<file path="src/rtl/alu_share_ctrl.sv">
// alu_share_ctrl: sequencer/arbiter that shares one single-cycle combinational
// ALU between two requesters. One operation is in flight at a time:
//   IDLE --(req)--> EXEC (gnt pulse, ALU driven) --> DONE (done pulse) --> IDLE
// Build option: define ALU_SHARE_RR_EN for round-robin arbitration between the
// two ports; otherwise port 0 has fixed priority over port 1.
module alu_share_ctrl (
    input  logic        clk,
    input  logic        reset,
    // port 0 (main datapath)
    input  logic        req0,
    input  logic [31:0] a0,
    input  logic [31:0] b0,
    input  logic [4:0]  s0,
    input  logic [1:0]  op0,
    // port 1 (auxiliary unit)
    input  logic        req1,
    input  logic [31:0] a1,
    input  logic [31:0] b1,
    input  logic [4:0]  s1,
    input  logic [1:0]  op1,
    // handshake back to the requesters
    output logic        gnt0,
    output logic        gnt1,
    output logic        done0,
    output logic        done1,
    output logic [31:0] result,
    output logic        zero,
    output logic        dayuling,
    output logic        busy,
    // shared ALU instance
    output logic [31:0] alu_a,
    output logic [31:0] alu_b,
    output logic [4:0]  alu_s,
    output logic [1:0]  alu_op,
    input  logic [31:0] alu_out,
    input  logic        alu_zero,
    input  logic        alu_dayuling
);

    localparam int NPORT = 2;
    localparam int DW    = 32;
    localparam int SW    = 5;
    localparam int OW    = 2;

    typedef enum logic [1:0] {
        ST_IDLE = 2'd0,
        ST_EXEC = 2'd1,
        ST_DONE = 2'd2
    } state_t;

    // ------------------------------------------------------------------
    // Per-port views of the request inputs, so the rest of the logic can
    // index by port number instead of naming each port separately.
    // ------------------------------------------------------------------
    logic [NPORT-1:0] req_vec;
    logic [DW-1:0]    a_arr  [NPORT];
    logic [DW-1:0]    b_arr  [NPORT];
    logic [SW-1:0]    s_arr  [NPORT];
    logic [OW-1:0]    op_arr [NPORT];

    assign req_vec   = {req1, req0};
    assign a_arr[0]  = a0;
    assign a_arr[1]  = a1;
    assign b_arr[0]  = b0;
    assign b_arr[1]  = b1;
    assign s_arr[0]  = s0;
    assign s_arr[1]  = s1;
    assign op_arr[0] = op0;
    assign op_arr[1] = op1;

    // ------------------------------------------------------------------
    // State and registered outputs
    // ------------------------------------------------------------------
    state_t           state_reg,  state_next;
    logic             owner_reg;
    logic [NPORT-1:0] gnt_reg,    gnt_next;
    logic [NPORT-1:0] done_reg,   done_next;
    logic             busy_reg;
    logic [DW-1:0]    result_reg;
    logic             zero_reg;
    logic             dayuling_reg;
    logic [DW-1:0]    alu_a_reg;
    logic [DW-1:0]    alu_b_reg;
    logic [SW-1:0]    alu_s_reg;
    logic [OW-1:0]    alu_op_reg;

    // Control strobes from the FSM
    logic             grant_fire;   // accept the winner this edge
    logic             done_fire;    // capture the ALU result this edge

    // Arbitration result (only meaningful when some request is present)
    logic             winner;

    // Operand mux output for the winning port
    logic [DW-1:0]    sel_a;
    logic [DW-1:0]    sel_b;
    logic [SW-1:0]    sel_s;
    logic [OW-1:0]    sel_op;

`ifdef ALU_SHARE_RR_EN
    // Most recently granted port; starts at 1 so the first contention
    // after reset favours port 0.
    logic             last_reg;

    // Round-robin pick: under contention the port that was not served last
    // wins; a lone requester always wins.
    always_comb begin
        winner = 1'b0;
        if (req_vec[0] && req_vec[1]) begin
            winner = ~last_reg;
        end else if (req_vec[1]) begin
            winner = 1'b1;
        end
    end

    // Track the last granted port so contention alternates.
    always_ff @(posedge clk) begin
        if (reset) begin
            last_reg <= 1'b1;
        end else if (grant_fire) begin
            last_reg <= winner;
        end
    end
`else
    // Fixed priority pick: port 0 wins whenever it asks; port 1 only
    // gets the ALU when port 0 is quiet.
    always_comb begin
        winner = 1'b0;
        if (!req_vec[0] && req_vec[1]) begin
            winner = 1'b1;
        end
    end
`endif

    // Select the winning port's operands for latching into the ALU inputs.
    always_comb begin
        sel_a  = a_arr[winner];
        sel_b  = b_arr[winner];
        sel_s  = s_arr[winner];
        sel_op = op_arr[winner];
    end

    // Next-state logic: one operation per IDLE->EXEC->DONE pass. Requests
    // are only looked at in IDLE; anything still high during DONE is picked
    // up again on the following IDLE cycle.
    always_comb begin
        state_next = state_reg;
        grant_fire = 1'b0;
        done_fire  = 1'b0;
        case (state_reg)
            ST_IDLE: begin
                if (|req_vec) begin
                    grant_fire = 1'b1;
                    state_next = ST_EXEC;
                end
            end
            ST_EXEC: begin
                done_fire  = 1'b1;
                state_next = ST_DONE;
            end
            ST_DONE: begin
                state_next = ST_IDLE;
            end
            default: begin
                state_next = ST_IDLE;
            end
        endcase
    end

    // Per-port pulse generation: the grant goes to the port that won in
    // IDLE, the done pulse to the port recorded as owner of the operation.
    generate
        for (genvar gi = 0; gi < NPORT; gi++) begin : g_port
            assign gnt_next[gi]  = grant_fire && (winner == 1'(gi));
            assign done_next[gi] = done_fire  && (owner_reg == 1'(gi));
        end
    endgenerate

    // State register and one-cycle handshake pulses; reset aborts any
    // operation in flight without issuing its done pulse.
    always_ff @(posedge clk) begin
        if (reset) begin
            state_reg <= ST_IDLE;
            gnt_reg   <= '0;
            done_reg  <= '0;
            busy_reg  <= 1'b0;
        end else begin
            state_reg <= state_next;
            gnt_reg   <= gnt_next;
            done_reg  <= done_next;
            busy_reg  <= (state_next != ST_IDLE);
        end
    end

    // Operand latch: the ALU inputs are loaded once at grant and then held,
    // so the combinational ALU sees stable values for the whole EXEC cycle.
    always_ff @(posedge clk) begin
        if (reset) begin
            alu_a_reg  <= '0;
            alu_b_reg  <= '0;
            alu_s_reg  <= '0;
            alu_op_reg <= '0;
            owner_reg  <= 1'b0;
        end else if (grant_fire) begin
            alu_a_reg  <= sel_a;
            alu_b_reg  <= sel_b;
            alu_s_reg  <= sel_s;
            alu_op_reg <= sel_op;
            owner_reg  <= winner;
        end
    end

    // Result capture at the end of EXEC; held until the next completion.
    always_ff @(posedge clk) begin
        if (reset) begin
            result_reg   <= '0;
            zero_reg     <= 1'b0;
            dayuling_reg <= 1'b0;
        end else if (done_fire) begin
            result_reg   <= alu_out;
            zero_reg     <= alu_zero;
            dayuling_reg <= alu_dayuling;
        end
    end

    // ------------------------------------------------------------------
    // Output mapping
    // ------------------------------------------------------------------
    assign gnt0     = gnt_reg[0];
    assign gnt1     = gnt_reg[1];
    assign done0    = done_reg[0];
    assign done1    = done_reg[1];
    assign busy     = busy_reg;
    assign result   = result_reg;
    assign zero     = zero_reg;
    assign dayuling = dayuling_reg;
    assign alu_a    = alu_a_reg;
    assign alu_b    = alu_b_reg;
    assign alu_s    = alu_s_reg;
    assign alu_op   = alu_op_reg;

endmodule

</file>
<file path="config.mk">
export PLATFORM = sky130hd
export DESIGN_NAME = alu_share_ctrl
export DESIGN_NICKNAME = d
export VERILOG_FILES = /design/src/rtl/alu_share_ctrl.sv
export SDC_FILE = /design/constraint.sdc
export NUM_CORES = 1
export LEC_CHECK = 0
export CELL_PAD_IN_SITES_DETAIL_PLACEMENT = 2
export CELL_PAD_IN_SITES_GLOBAL_PLACEMENT = 2
export CORE_ASPECT_RATIO = 1.5
export CORE_MARGIN = 4
export CORE_UTILIZATION = 22
export CTS_BUF_LIST = sky130_fd_sc_hd__clkbuf_4 sky130_fd_sc_hd__clkbuf_8
export DETAILED_ROUTE_END_ITERATION = 7
export GPL_TIMING_DRIVEN = 0
export PLACE_DENSITY_LB_ADDON = 0.1
export SLEW_MARGIN = 0
export SYNTH_ARGS = -nofsm -noshare
export SYNTH_HDL_FRONTEND = slang
export SYNTH_SLANG_ARGS = --single-unit
</file>
<file path="constraint.sdc">
create_clock -name clk -period 2.4 [get_ports clk]
set_input_delay 0.48 -clock clk [delete_from_list [all_inputs] [get_ports clk]]
set_output_delay 0.48 -clock clk [all_outputs]
set_load 0.05 [all_outputs]
</file>
After elaboration in Yosys (flattened, before gate mapping)
Index checks and enable logic that the tools add are counted.

Register bits: 113. Input bits: 180. Output and inout bits: 110.

Magnitude comparators: 1. Equal/unequal tests: 1. Multiplexer cells: 18. Bitwise operators: 3. Reductions and logical operators: 9.

Operators with widths (number): 32-bit two-way mux (6); 5-bit two-way mux (3); 2-bit two-way mux (4); 1-bit logical AND (5); 1-bit two-way mux (4); 2-bit one-hot mux with 2 select lines (1); 2-bit by 1-bit equality test with 1-bit output (second input constant) (1); 2-bit >= comparator (second input constant) (1); 2-bit logical NOT (1); 1-bit inverter (2); 1-bit inverter with 2-bit output (1); 2-bit nonzero test (1); 2-bit OR reduction (1); 1-bit logical NOT (1).

Longest topological paths before layout
Depth in word-level cells: 7. Depth in mapped cells: 6.

Worst setup path after synthesis
OpenSTA, ideal clock, no wires.

Path kind: in2reg. From: in reset. To: reg alu_b_reg[10] (netlist: alu_b[10]). Arrival time: 1.452 ns. Data required time: 2.330 ns. Path slack: 0.878 ns. Stages: 5. Buffers on the path: 3. Path through: or4_1 > clkbuf_1 > buf_6 > buf_6 > o2bb2ai_1.

RTL lines: start, declared (line 8) `input logic reset,`; end signal, assigned (line 206) `alu_b_reg <= sel_b;`; end, declared (line 83) `logic [DW-1:0] alu_b_reg;`.

Worst setup path after layout
From: reg alu_s_reg[4] (netlist: alu_s[4]). To: out alu_s[4].

RTL lines: start, declared (line 84) `logic [SW-1:0] alu_s_reg;`; start signal, assigned (line 207) `alu_s_reg <= sel_s;`; end, declared (line 33) `output logic [4:0] alu_s,`.

No word-level cell between the ends.

==> metrics.csv <==
metric,value,unit
worstPathArrival,1.64,ns
num_vias,4377,
cts-root-buf,clkbuf_8,
nets,898,
dp_hpwl,16.1,mm
gr-usage-all-layers,17.5,%
layout-drive-gt1-share,6.30,%
num_rows,62,
port_buffers,289,
p_per_area,713,mW/mm2
cts_tree,yes,
outcome,finished clean,
drv_cap,0,
cts_resized,0,
relSlewSlack,60.0,%
grt_pass1_wl,29.0,mm
fin_skew,0.0122,ns
finalCritPeriodShare,88.2,%
critPathRequiredTime,1.92,ns
synth_top_area_share,52.5,%
worst_ir_drop_vdd,0.265,mV
slew_viol_final,0,
period_needed,2.12,ns
die_h,179,um
drc_errors,0,
utilization,41.3,%
antenna_found_initial,1,
cp_max_fo,2,
syn-mean-instance-area,10.5,um2
p_leak,2.87,nW
rsz0062_at_grt,false,
cts_sinks,113,
antenna_left,0,
wire_per_inst,19.7,um
power,0.00567,W
synthCells,410,
crit_buf_inv,1,
core_area,0.0192,mm2
placed_cell_area,0.00752,mm2
grt_max_degree,17,
setup_violations,0,
cp_slowest_cell,clkdlybuf4s50_1,
startpoint_type,flop,
viasPerCell,4.43,
crit_family,buffers and inverters,
critPathCaptureType,primary output,
final_common_cell,clkdlybuf4s50_1,
worstHoldPathType,flop to flop,
start_util,22.4,%
synth_cell_types,19,
die-width,122,um
final_cell_mix,"289 x clkdlybuf4s50_1, 113 x dfxtp_1, 71 x mux2i_1",
h-tree-depth,4,
yosysTopAreaCell,dfxtp_1,
yosys_warnings,0,
hold_buffers,0,
wirelength,19.4,mm
synth.yosys.seq_area_share,52.5,%
cts.reportedPaths.clkPinSlew,0.06,ns
area_growth,84.6,%
hold_viol_final,0,
worstMarginPinSlew,0.598,ns
top_level_ports,290,
crit_path_start,alu_s[4],
synth_area,0.00431,mm2
clk_latency,0.43,ns
setup_tns,0,ns
synthTopCellsByArea,"dfxtp_1 53%, mux2i_1 16%, o2bb2ai_1 14%, nand2_1 5.9%, a21oi_1 4.0%",
syn_nets,590,
cts_max_path_buffers,2,
cts_buffers,17,
fill_cells,2132,
worstHoldStart,owner_reg,
path_cells,clkdlybuf4s50_1,
dr.pass1.iters,4,
crit_type,flop to primary output,
die_area,0.0219,mm2
max_freq,472,MHz
ys_ff_latch,113,
gp_congestion,0.732,
drtIter0Drc,77,
design_area,0.00795,mm2
hold_ws,0.461,ns
grt_pass1_vias,4965,
max_stage_delay,0.88,ns
grt.overflow.total,0,
timing.rr.start,state_reg[1],
post-cts-setup-buffers,0,
final timing paths:
check,end,slack [ns],depth (start not counted)
worst max register to register,result[26],0.70,5
worst max-delay path,alu_s[4],0.28,1
worst min-delay path,done_reg[0],0.46,1
worst min register to register,done_reg[0],0.46,1
per-stage QoR:
stage | setup WS (ns) | instances
floorplan | 0.878 | 410
global placement | -0.0233 | 955
detailed placement | -0.0620 | 955
CTS | 0.227 | 986
global route | 0.195 | 987
finish | 0.284 | 987
routing by layer:
metal / GRT usage, % / vias up / wire length, um
li1: - / 2089 / -
met1: 16.6 / 2099 / 6450
met2: 33.3 / 173 / 10900
met3: 7.35 / 16 / 1740
met4: 5.98 / 0 / 333
met5: 0 / - / 0
cells in the mapped netlist:
master	count
o31a_1	1
buf_6	5
nor2b_1	2
and3_1	1
inv_1	2
o2bb2ai_1	70
o2bb2ai_2	2
nand2b_1	2
o21ai_1	1
or4_1	1
clkbuf_1	14
nor3_1	1
dfxtp_1	113
nor2_1	4
a21oi_1	34
buf_2	8
mux2i_1	71
buf_1	10
nand2_1	68
cells by family (layout without fill, tap and decap cells):
group / after synthesis / after routing / synth area share (%)
flops: 113 / 113 / 52.5
compound gates: 108 / 108 / 19.2
simple gates: 79 / 79 / 7.29
mux: 71 / 71 / 16.5
buf+inv: 39 / 359 / 4.50
other cells: 0 / 1 / 0
cell type report:
cell class	count	area, um2	share of cell area, %
Antenna cell	1	2.50	0.0315
Sequential cell	113	2260	28.4
Tap cell	256	320	4.03
Clock inverter	11	161	2.03
Multi-Input combinational cell	258	1850	23.3
Timing Repair Buffer	289	2890	36.4
Buffer	37	186	2.34
Clock buffer	20	269	3.38
Inverter	2	7.51	0.0944
report_power, final:
group | internal [W] | leakage, nW | total (W) | switching, W
logic | 0.000661 | 1.72 | 0.00160 | 0.000937
registers | 0.00204 | 0.929 | 0.00212 | 0.0000851
clock network | 0.00118 | 0.222 | 0.00195 | 0.000769
total | 0.00388 | 2.87 | 0.00567 | 0.00179
(Power assumes the default switching activity.)
